**src/rtl/vga_timing.sv**
```systemverilog
// vga_timing: VGA raster timing source for the drawing pipeline.
// Ports:
//   clk, rst (sync, active-low), pix_en
//   hcount_out, vcount_out, hsync_out, vsync_out,
//   hblnk_out, vblnk_out, frame_start_out
//   frame_cnt_out (only with VGA_TIMING_FRAME_CNT_EN)
// Optional: define VGA_TIMING_FRAME_CNT_EN to add a 16-bit frame counter.
module vga_timing #(
    parameter int   H_VISIBLE = 800,
    parameter int   H_FRONT   = 40,
    parameter int   H_SYNC    = 128,
    parameter int   H_BACK    = 88,
    parameter int   V_VISIBLE = 600,
    parameter int   V_FRONT   = 1,
    parameter int   V_SYNC    = 4,
    parameter int   V_BACK    = 23,
    parameter logic SYNC_POL  = 1'b1
) (
    input  logic        clk,
    input  logic        rst,
    input  logic        pix_en,
    output logic [10:0] hcount_out,
    output logic [10:0] vcount_out,
    output logic        hsync_out,
    output logic        vsync_out,
    output logic        hblnk_out,
    output logic        vblnk_out,
    output logic        frame_start_out
`ifdef VGA_TIMING_FRAME_CNT_EN
    ,
    output logic [15:0] frame_cnt_out
`endif
);

    localparam int H_TOTAL = H_VISIBLE + H_FRONT + H_SYNC + H_BACK;
    localparam int V_TOTAL = V_VISIBLE + V_FRONT + V_SYNC + V_BACK;

    localparam logic [10:0] H_LAST = 11'(H_TOTAL - 1);
    localparam logic [10:0] V_LAST = 11'(V_TOTAL - 1);

    // Window bounds are 12 bits so a 2048-wide raster still compares correctly.
    localparam logic [11:0] H_VIS  = 12'(H_VISIBLE);
    localparam logic [11:0] H_SBEG = 12'(H_VISIBLE + H_FRONT);
    localparam logic [11:0] H_SEND = 12'(H_VISIBLE + H_FRONT + H_SYNC);
    localparam logic [11:0] V_VIS  = 12'(V_VISIBLE);
    localparam logic [11:0] V_SBEG = 12'(V_VISIBLE + V_FRONT);
    localparam logic [11:0] V_SEND = 12'(V_VISIBLE + V_FRONT + V_SYNC);

    logic        h_wrap;
    logic        v_wrap;
    logic [10:0] h_nxt;
    logic [10:0] v_nxt;
    logic [11:0] h_ext;
    logic [11:0] v_ext;
    logic        h_sync_win;
    logic        v_sync_win;

    // Status flags are derived from the next counts so that, once registered,
    // they line up with the counts of the same cycle.
    always_comb begin
        h_wrap = (hcount_out == H_LAST);
        v_wrap = (vcount_out == V_LAST);
        h_nxt  = h_wrap ? 11'd0 : hcount_out + 11'd1;
        v_nxt  = vcount_out;
        if (h_wrap) begin
            v_nxt = v_wrap ? 11'd0 : vcount_out + 11'd1;
        end
        h_ext      = {1'b0, h_nxt};
        v_ext      = {1'b0, v_nxt};
        h_sync_win = (h_ext >= H_SBEG) && (h_ext < H_SEND);
        v_sync_win = (v_ext >= V_SBEG) && (v_ext < V_SEND);
    end

    always_ff @(posedge clk) begin
        if (!rst) begin
            hcount_out      <= 11'd0;
            vcount_out      <= 11'd0;
            hsync_out       <= ~SYNC_POL;
            vsync_out       <= ~SYNC_POL;
            hblnk_out       <= 1'b0;
            vblnk_out       <= 1'b0;
            frame_start_out <= 1'b0;
        end else if (pix_en) begin
            hcount_out      <= h_nxt;
            vcount_out      <= v_nxt;
            hsync_out       <= h_sync_win ? SYNC_POL : ~SYNC_POL;
            vsync_out       <= v_sync_win ? SYNC_POL : ~SYNC_POL;
            hblnk_out       <= (h_ext >= H_VIS);
            vblnk_out       <= (v_ext >= V_VIS);
            frame_start_out <= h_wrap & v_wrap;
        end else begin
            // Stalled: everything holds except the one-shot frame pulse.
            frame_start_out <= 1'b0;
        end
    end

`ifdef VGA_TIMING_FRAME_CNT_EN
    always_ff @(posedge clk) begin
        if (!rst) begin
            frame_cnt_out <= 16'd0;
        end else if (pix_en && h_wrap && v_wrap) begin
            frame_cnt_out <= frame_cnt_out + 16'd1;
        end
    end
`endif

endmodule
```
**config.mk**
```make
export PLATFORM = sky130hd
export DESIGN_NAME = vga_timing
export DESIGN_NICKNAME = d
export VERILOG_FILES = /design/src/rtl/vga_timing.sv
export SDC_FILE = /design/constraint.sdc
export NUM_CORES = 1
export LEC_CHECK = 0
export BUFFER_PORTS_ARGS = -buffer_cell sky130_fd_sc_hd__buf_4
export CELL_PAD_IN_SITES_DETAIL_PLACEMENT = 1
export CELL_PAD_IN_SITES_GLOBAL_PLACEMENT = 1
export CORE_MARGIN = 2
export CORE_UTILIZATION = 26
export DETAILED_ROUTE_END_ITERATION = 6
export MAX_ROUTING_LAYER = met4
export PLACE_DENSITY_LB_ADDON = 0.1
export SETUP_SLACK_MARGIN = 0.4
export SYNTH_ARGS = -nofsm -noshare
export SYNTH_HDL_FRONTEND = slang
export SYNTH_SLANG_ARGS = --single-unit
```
**constraint.sdc**
```tcl
create_clock -name clk -period 3 [get_ports clk]
set_clock_uncertainty 0.05 [all_clocks]
set_input_delay 0.9 -clock clk [delete_from_list [all_inputs] [get_ports clk]]
set_output_delay 0.9 -clock clk [all_outputs]
set_load 0.03 [all_outputs]
```
==> run_results.csv, run 1 <==
group,metric,value,unit
hold_path,min-delay-path-class,"reg -> reg",
drt,wl_per_cell,16.4,µm
die,rows,29,
die,core,6390,µm²
placement,port_buffers,29,
placement,gp_congestion,0.818,
die,initial_utilization,26.9,%
drt,vias,1743,
logic_synthesis,yosysTopAreaCell,"dfxtp_1",
cts,h-tree-depth,1,
cts,tritoncts,"built",
cts,post_cts.repair.setup_buffers,0,
grt,track_usage,15.7,%
sta,rsz0062_at_grt,"yes",
sta,relSlewSlack,62.2,%
sta,hold_viol,0,
sta,clock.fmax,0.397,GHz
logic_synthesis,synth_edf_count,0,
final_layout,fin_nets,258,
logic_synthesis,synthesis.nets,234,
cts,clkSinkCount,27,
grt,overflow,0,
flow_run,cap_viol_max_count,0,
outcome,status,"finished, final reports clean",
grt,antenna_found_initial,0,
cts,root_buffer,"clkbuf_8",
grt,grt_pass1_wl,9010,µm
cts,postCtsHoldBufs,0,
critical_path,crit_path_end_kind,"flop",
critical_path,critPathMaxStageDelay,0.59,ns
logic_synthesis,ys_ff_latch,27,
sta,tightest_slew,0.563,ns
cts,path_clk_slew,0.11,ns
logic_synthesis,synth_top_cell_area_share,31.4,%
logic_synthesis,syn_area_per_cell,7.51,µm²
cts,clockBufferDepth,2,
critical_path,start_kind,"flop",
final_layout,area_growth,20.7,%
pwr,p_leak,0.781,nW
logic_synthesis,ys.flop_type,"dfxtp_1",
logic_synthesis,yosysMostFrequentCell,"dfxtp_1",
logic_synthesis,netlist_top_cells_area,"dfxtp_1 31%, a21oi_1 5.8%, nor2_1 5.0%, o21ai_0 4.9%, nand3_1 4.4%",
logic_synthesis,yosysWarnings,0,
drt,vias_per_cell,5.30,
final_layout,antenna_cells,0,
critical_path,critPathSlowestCell,"or4b_4",
logic_synthesis,synthCells,229,
drt,routed_wl,5390,µm
die,fp.dieH,85.3,µm
die,die_w,85.3,µm
critical_path,path_cells,"or4b_4 -> or3_4 -> o221ai_2 -> o211a_1 -> or4b_1 -> o21ai_1",
logic_synthesis,synth.yosys.seq_area_share,31.4,%
critical_path,critPathRequiredTime,3.17,ns
grt,grt_pass1_vias,1655,
final_layout,final_core_util,32.5,%
cts,cts_buffers,3,
drt,drt_iter0_markers,112,
drt,drcViolationCount,0,
placement,dp_hpwl,3840,µm
critical_path,crit_fanout,9,
logic_synthesis,syn_area,1720,µm²
logic_synthesis,synthTopCellsByCount,"27 x dfxtp_1, 23 x nor2_1, 20 x a21oi_1",
drt,ant_nets,0,
logic_synthesis,ys_async_sr_fraction,0,%
critical_path,timing.critical_path.arrival,2.69,ns
drt,drtPass1Iterations,4,
final_layout,drive_gt1_share,19.0,%
sta,min_period,2.52,ns
logic_synthesis,ys_types,44,
grt,grt_max_degree,17,
sta,maxSlewViolCount,0,
die,io_pins,30,
pwr,power.density,315,nW/µm²
sta,tns,0,ns
pwr,peakVddDrop,0.154,mV
sta,min_period_over_period,84.0,%
die,dieArea,7280,µm²
sta,setup_viol,0,
cts,cts_resized,1,
cts,insertion_delay,0.28,ns
critical_path,critical_path_class,"reg -> reg",
cell usage in the layout (no fill, tap or decap), types with 3 or more instances in the layout:
cell type  netlist  final
or3_1            5      4
nor3_1           9      9
buf_4            0     37
a31oi_1          8      8
nor2_1          23     23
nand4_1          6      6
nand3_1         15     15
clkbuf_8         0      3
nand2_1         14     14
o211a_1          3      3
dfxtp_1         27     27
and4_1           6      6
and3_1           6      6
xnor2_1          6      6
nand3b_1         3      3
inv_1            5      5
o21ai_0         17     16
a21oi_1         20     20
xor2_1           6      6
routing by layer:
layer  track usage (%)  share of wire, %
met5                 -                 0
met4              3.03              0.28
met1              24.7                54
met3              1.65               3.4
met2              21.4                42
registers in the layout, summed over array words and instances (netlist names):
| register | count |
|---|---|
| hsync_out | 1 |
| hcount_out | 11 |
| vcount_out | 11 |
| vblnk_out | 1 |
| vsync_out | 1 |
| hblnk_out | 1 |
| frame_start_out | 1 |
area by class of cell:
class	instances	area (µm²)
Multi-Input combinational cell	179	1090
Tap cell	77	96.3
Inverter	5	18.8
Clock inverter	1	7.51
Timing Repair Buffer	37	278
Clock buffer	3	41.3
Sequential cell	27	541
Fill cell	789	4310
per-stage QoR:
stage | hold slack (ns) | total power (W) | cell area, µm² | worst slack, ns | instances
after CTS | 0.443 | 0.000667 | 2070 | 0.464 | 329
after global routing | 0.468 | 0.000691 | 2080 | 0.366 | 329
after floorplan | 0.552 | 0.000409 | 1720 | 0.429 | 229
after detailed placement | 0.426 | 0.000432 | 2020 | 0.391 | 325
after global placement | 0.421 | 0.000432 | 2020 | 0.467 | 325
final | 0.443 | 0.000654 | 2080 | 0.479 | 329
cells by family (layout without fill, tap and decap cells):
family | Yosys count | after routing | synth area share (%)
AND/OR/NAND/NOR | 98 | 98 | 30.6
AO/OA/AOI/OAI | 66 | 66 | 24.2
flip-flops | 27 | 27 | 31.4
buffers and inverters | 23 | 46 | 5.60
XOR/XNOR | 12 | 12 | 6.11
adder cells (fa/ha/maj) | 2 | 2 | 1.45
multiplexers | 1 | 1 | 0.582
where the power goes:
part	total, W	internal [W]	switching, W
clock network	0.000231	0.0000947	0.000136
logic	0.0000535	0.0000181	0.0000354
registers	0.000369	0.000364	0.00000557
worst paths after layout:
| kind | startpoint | endpoint | slack, ns | cells after the start |
|---|---|---|---|---|
| worst max-delay path | hcount_out[8] | vsync_out | 0.48 | 6 |
| worst min-delay path | vsync_out | vsync_out | 0.44 | 2 |
| worst min register to register | vsync_out | vsync_out | 0.44 | 2 |
| worst max register to register | hcount_out[8] | vsync_out | 0.48 | 6 |
worst max-delay path, delay by kind of cell, from the launching register on:
| kind | cells | cell delay, ns |
|---|---|---|
| flops | 1 | 0.40 |
| compound gates | 3 | 0.52 |
| simple gates | 3 | 1.50 |
Power figures use the tool's default switching activity.
==> run 2: changes to the inputs <==
- ABC_AREA: default -> 1
- clock period: 3 -> 2.4 ns (I/O delays scaled with it)
==> run_results.csv, run 2 <==
group,metric,value,unit
critical_path,start_kind,"flop",
logic_synthesis,synthTopCellsByCount,"89 x nand2_1, 38 x inv_1, 35 x nor2_1",
placement,placed_cell_area,2180,µm²
logic_synthesis,ys_async_sr_fraction,0,%
cts,root_buffer,"clkbuf_8",
critical_path,timing.critical_path.arrival,2.00,ns
placement,gp_congestion,0.781,
drt,routed_wl,6370,µm
logic_synthesis,yosysTopAreaCell,"dfxtp_1",
final_layout,final_cell_area,2400,µm²
final_layout,final_cell_mix,"85 x nand2_1, 45 x buf_4, 37 x inv_1",
sta,min_period_over_period,77.9,%
cts,clockBufferDepth,2,
logic_synthesis,syn_area_per_cell,6.10,µm²
drt,drtPass1Iterations,4,
sta,hold_viol,0,
critical_path,timing.rr.start,"vcount_out[0]",
die,die_w,87.9,µm
critical_path,critPathSlowestCell,"dfxtp_4",
final_layout,antenna_cells,0,
cts,clkSinkCount,27,
pwr,p_leak,1.07,nW
sta,maxSlewViolCount,0,
critical_path,critical_path_class,"reg -> reg",
critical_path,reg2reg_depth,12,
final_layout,reg.largest.list,"hcount_out (11), vcount_out (11)",
logic_synthesis,yosysMostFrequentCell,"nand2_1",
logic_synthesis,netlist_top_cells_area,"dfxtp_1 30%, nand2_1 18%, nand3_1 7.9%, inv_1 7.8%, nor2_1 7.2%",
drt,drcViolationCount,0,
grt,antenna_found_initial,0,
drt,drt_iter0_markers,40,
cts,postCtsHoldBufs,0,
cts,insertion_delay,0.27,ns
pwr,power.density,345,nW/µm²
grt,grt_max_degree,16,
logic_synthesis,synth_edf_count,0,
critical_path,regToRegSetupSlack,0.53,ns
final_layout,final_core_util,35.3,%
logic_synthesis,synthCells,300,
critical_path,critPathRequiredTime,2.53,ns
die,rows,30,
critical_path,crit_path_end_kind,"flop",
logic_synthesis,synth-xor-area-share,2.87,%
flow_run,cap_viol_max_count,0,
critical_path,r2r_end,"vsync_out",
final_layout,final_common_cell,"nand2_1",
logic_synthesis,yosysWarnings,0,
drt,vias_per_cell,4.64,
cts,cts_buffers,3,
sta,tns,0,ns
logic_synthesis,synth_mux_area_share,0,%
die,initial_utilization,26.9,%
logic_synthesis,ys_types,27,
grt,grt_pass1_vias,2047,
sta,min_period,1.87,ns
sta,timing.hold.ws,0.415,ns
cts,tritoncts,"built",
critical_path,critPathMaxStageDelay,0.41,ns
die,io_pins,30,
hold_path,min_path_cells,2,
sta,setup_viol,0,
final_layout,fin_nets,349,
logic_synthesis,synth_top_cell_area_share,29.5,%
die,core,6790,µm²
logic_synthesis,ys.flop_type,"dfxtp_1",
critical_path,crit_fanout,7,
drt,ant_nets,0,
critical_path,path_common_cell,"nand2_1",
cts,path_clk_slew,0.10,ns
cts,h-tree-depth,1,
logic_synthesis,synth.yosys.seq_area_share,29.5,%
critical_path,path_cells,"ha_4 -> inv_1 -> nor2_1 -> nand3b_1 -> o21ai_0 -> nand2_1 -> nand2_1 -> nand3_1 -> nand4_1 -> nor2_1 -> nand2_1 -> nand2_1",
drt,vias,2037,
drt,wl_per_cell,14.5,µm
final_layout,area_growth,31.2,%
final_layout,drive_gt1_share,25.4,%
sta,tightest_slew,0.535,ns
logic_synthesis,synth_top_family_by_area,"simple AND/OR/NAND/NOR gates",
grt,overflow,0,
sta,rsz0062_at_grt,"yes",
hold_path,min-delay-path-class,"reg -> reg",
outcome,status,"finished, final reports clean",
sta,relSlewSlack,64.2,%
pwr,peakVddDrop,0.237,mV
placement,port_buffers,29,
logic_synthesis,synth_compound_area_share,10.6,%
hold_path,min_from,"hsync_out",
logic_synthesis,ys_ff_latch,27,
grt,track_usage,17.9,%
placement,dp_hpwl,4850,µm
logic_synthesis,syn_area,1830,µm²
logic_synthesis,synthesis.nets,305,
die,fp.dieH,87.9,µm
logic_synthesis,yosys.area_share.simple,44.8,%
pwr,power,0.000828,W
sta,clock.fmax,0.535,GHz
logic_synthesis,synth_fa_ha_area_share,1.37,%
hold_path,hold_end,"hsync_out",
grt,grt_pass1_wl,10400,µm
die,dieArea,7730,µm²
run 2: changes by cell type in the layout (fill, tap and decap cells not counted), moves of 10 or more:
cell,previous run,this run
inv_1,5,37
nand3_1,15,28
a21oi_1,20,6
nand2_1,14,85
o22ai_1,2,12
dfxtp_1,27,16
run 2: stage by stage:
step                      instances  worst slack, ns
after detailed placement        424            0.186
final                           439            0.530
after floorplan                 300            0.406
after global routing            439            0.360
after global placement          424            0.242
after CTS                       430            0.405
run 2: area by class of cell:
class	instances	area [µm²]
well taps	96	120
clock buffers	4	45.0
repair buffers	47	364
multi-input cells	225	1160
inverters	40	150
flip-flops and latches	27	564
fillers	903	4390
run 2: cell families after synthesis:
family	after synthesis
AOI/OAI and AO/OA	34
buffers and inverters	48
DFF	27
and+or+nand+nor	183
xor gates and xnor gates	6
adders and majority gates	2
run 2: worst max-delay path, delay by kind of cell, from the launching register on:
| kind | cells | cell delay (ns) |
|---|---|---|
| AOI/OAI and AO/OA | 1 | 0.32 |
| DFF | 1 | 0.41 |
| adders and majority gates | 1 | 0.17 |
| buffers and inverters | 1 | 0.05 |
| and+or+nand+nor | 9 | 0.76 |
run 2: routing by layer:
layer	track usage (%)	vias to the layer above	routed length, µm
met5	-	-	0
met2	27.0	27	2840
li1	-	1057	-
met3	1.98	4	149
met1	25.7	949	3330
met4	3.64	0	46
run 2: timing repair:
item | 4_1_cts | 5_1_grt
hold endpoints to repair | 0 | 0
gates resized for setup | 11 | 21
pin swaps | 1 | 6
endpoints found under the setup margin | 2 | 4
buffers inserted | 2 | 9
cloned | 0 | 0
run 2: worst max path at each step:
stage,startpoint,end,slack [ns],depth (start not counted)
floorplan,hcount_out[1],vsync_out,0.41,13
global placement,vcount_out[0],vsync_out,0.24,12
detailed placement,hcount_out[1],vsync_out,0.19,14
CTS,vcount_out[0],vsync_out,0.41,15
global route,vcount_out[0],vsync_out,0.36,15
finish,vcount_out[0],vsync_out,0.53,12
run 2: power by group:
group	switching, W	total, W	internal, W
clock	0.000151	0.000270	0.000119
sequential	0.0000111	0.000465	0.000454
combinational	0.0000595	0.0000927	0.0000332
==> run 3: changes to the inputs <==
- clock period: 2.4 -> 1.8 ns (I/O delays scaled with it)
==> run_results.csv, run 3 (synthesis results as in run 2) <==
group,metric,value,unit
sta,tightest_slew,0.273,ns
die,rows,30,
placement,gp_congestion,0.871,
sta,setup_ws,-0.0592,ns
drt,wl_per_cell,16.3,µm
pwr,p_int,0.000834,W
placement,numPlacedInstances,463,
critical_path,critPathSlowestCell,"dfxtp_4",
hold_path,min-delay-path-class,"reg -> reg",
grt,overflow,0,
drt,routed_wl,8170,µm
sta,tns,-0.116,ns
pwr,power,0.00120,W
cts,root_buffer,"clkbuf_8",
final_layout,reg.largest.list,"hcount_out (11), vcount_out (11)",
drt,drtPass1Iterations,4,
placement,dp_hpwl,5380,µm
pwr,p_switching,0.000366,W
cts,path_clk_slew,0.11,ns
final_layout,final_cells,502,
drt,ant_nets,0,
critical_path,crit_path_end_kind,"flop",
critical_path,regToRegSetupSlack,-0.06,ns
grt,grt_max_degree,18,
pwr,p_leak,1.55,nW
flow_run,cap_viol_max_count,0,
hold_path,hold_end,"hsync_out",
critical_path,start_kind,"flop",
sta,hold_viol,0,
cts,tritoncts,"built",
critical_path,timing.critical_path.arrival,2.00,ns
drt,drt_iter0_markers,81,
critical_path,timing.rr.start,"hcount_out[1]",
sta,clock.fmax,0.538,GHz
hold_path,min_from,"hsync_out",
cts,postCtsHoldBufs,0,
sta,maxSlewViolCount,0,
grt,grt_pass1_wl,11900,µm
grt,antenna_found_initial,0,
final_layout,final_cell_area,3580,µm²
final_layout,final_common_cell,"nand2_1",
die,die_w,87.9,µm
cts,clkSinkCount,27,
cts,h-tree-depth,1,
cts,cts_buffers,3,
final_layout,multiInputGateArea,1530,µm²
pwr,p_sw_share,30.5,%
die,initial_utilization,26.9,%
cts,insertion_delay,0.29,ns
final_layout,num-fill-cells,836,
placement,placed_cell_area,2630,µm²
drt,drcViolationCount,0,
sta,setup_viol,3,
die,fp.dieH,87.9,µm
pwr,p_seq_share,49.7,%
drt,vias_per_cell,4.83,
cts,clockBufferDepth,2,
die,dieArea,7730,µm²
critical_path,reg2reg_depth,11,
critical_path,crit_fanout,3,
sta,rsz0062_at_grt,"yes",
critical_path,r2r_end,"hsync_out",
grt,track_usage,20.8,%
outcome,violations,"setup timing",
grt,grt_pass1_vias,2344,
critical_path,path_cells,"ha_4 -> nand4_4 -> inv_2 -> buf_6 -> buf_6 -> nand2_4 -> xor2_4 -> a31oi_2 -> or2_1 -> nand4_1 -> nand2_1",
critical_path,path_common_cell,"buf_6",
die,io_pins,30,
sta,min_period,1.86,ns
final_layout,drive_gt1_share,58.1,%
outcome,status,"complete, but fails checks",
critical_path,critical_path_class,"reg -> reg",
critical_path,critPathRequiredTime,1.95,ns
critical_path,critPathMaxStageDelay,0.38,ns
sta,relSlewSlack,81.8,%
die,core,6790,µm²
final_layout,antenna_cells,0,
pwr,peakVddDrop,0.322,mV
drt,vias,2424,
pwr,clkPwrFrac,34.1,%
final_layout,area_growth,95.5,%
pwr,power.density,335,nW/µm²
placement,port_buffers,29,
sta,min_period_over_period,103,%
final_layout,final_cell_mix,"64 x nand2_1, 62 x buf_6, 43 x buf_4",
final_layout,ff_latch_area,624,µm²
final_layout,fin_nets,412,
pwr,p_comb_share,16.2,%
hold_path,min_path_cells,2,
run 3: cell count changes in the layout (fill, tap and decap cells not counted), sizes merged:
cell and change:
clkbuf -1, inv +1, buf +63
run 3: worst max path at each step:
stage                         from  cells after the start  slack [ns]         to
floorplan            vcount_out[0]                     14         0.1  vsync_out
global placement    hcount_out[10]                     13       -0.05  vsync_out
detailed placement  hcount_out[10]                     13       -0.09  vsync_out
CTS                  hcount_out[0]                     12       -0.06  vsync_out
global route         hcount_out[1]                     11       -0.17  hsync_out
finish               hcount_out[1]                     11       -0.06  hsync_out
run 3: metal layers:
layer	vias up	global-route usage, %	wire, µm
met5	-	-	0
met1	1191	26.3	3570
met3	8	2.83	192
met2	35	35.3	4310
met4	0	4.20	101
li1	1190	-	-
run 3: layout make-up:
| class | count | area share, % |
|---|---|---|
| clock buffers | 3 | 1.15 |
| clock inverters | 1 | 0.245 |
| inverters | 40 | 4.27 |
| multi-input cells | 225 | 42.6 |
| flip-flops and latches | 27 | 17.4 |
| well taps | 96 | 3.36 |
| repair buffers | 110 | 30.9 |
run 3: power groups by stage:
stage | clock (W) | combinational [W] | sequential [W]
floorplan | 0 | 0.0000545 | 0.000641
global placement | 0 | 0.000145 | 0.000618
detailed placement | 0 | 0.000146 | 0.000618
CTS | 0.000426 | 0.000165 | 0.000596
global route | 0.000453 | 0.000211 | 0.000598
finish | 0.000410 | 0.000195 | 0.000596
run 3: worst max-delay path, delay by kind of cell, from the launching register on:
family	cells	cell delay, ns
DFF	1	0.38
adders and majority gates	1	0.15
AOI/OAI and AO/OA	1	0.06
buffers and inverters	3	0.31
and+or+nand+nor	5	0.60
xor gates and xnor gates	1	0.20
run 3: timing repair:
| action | CTS | global route |
|---|---|---|
| resized for setup | 82 | 96 |
| setup buffers | 14 | 20 |
| endpoints found under the setup margin | 46 | 49 |
| cloned | 1 | 0 |
| pin swaps | 18 | 43 |
run 3: metrics by stage:
stage | worst slack [ns] | util [%] | hold slack, ns
final | -0.0592 | 52.7 | 0.413
after global routing | -0.167 | 52.7 | 0.438
after CTS | -0.0612 | 45.1 | 0.417
after detailed placement | -0.0905 | 38.8 | 0.403
after global placement | -0.0509 | 38.8 | 0.395
after floorplan | 0.0995 | - | 0.495
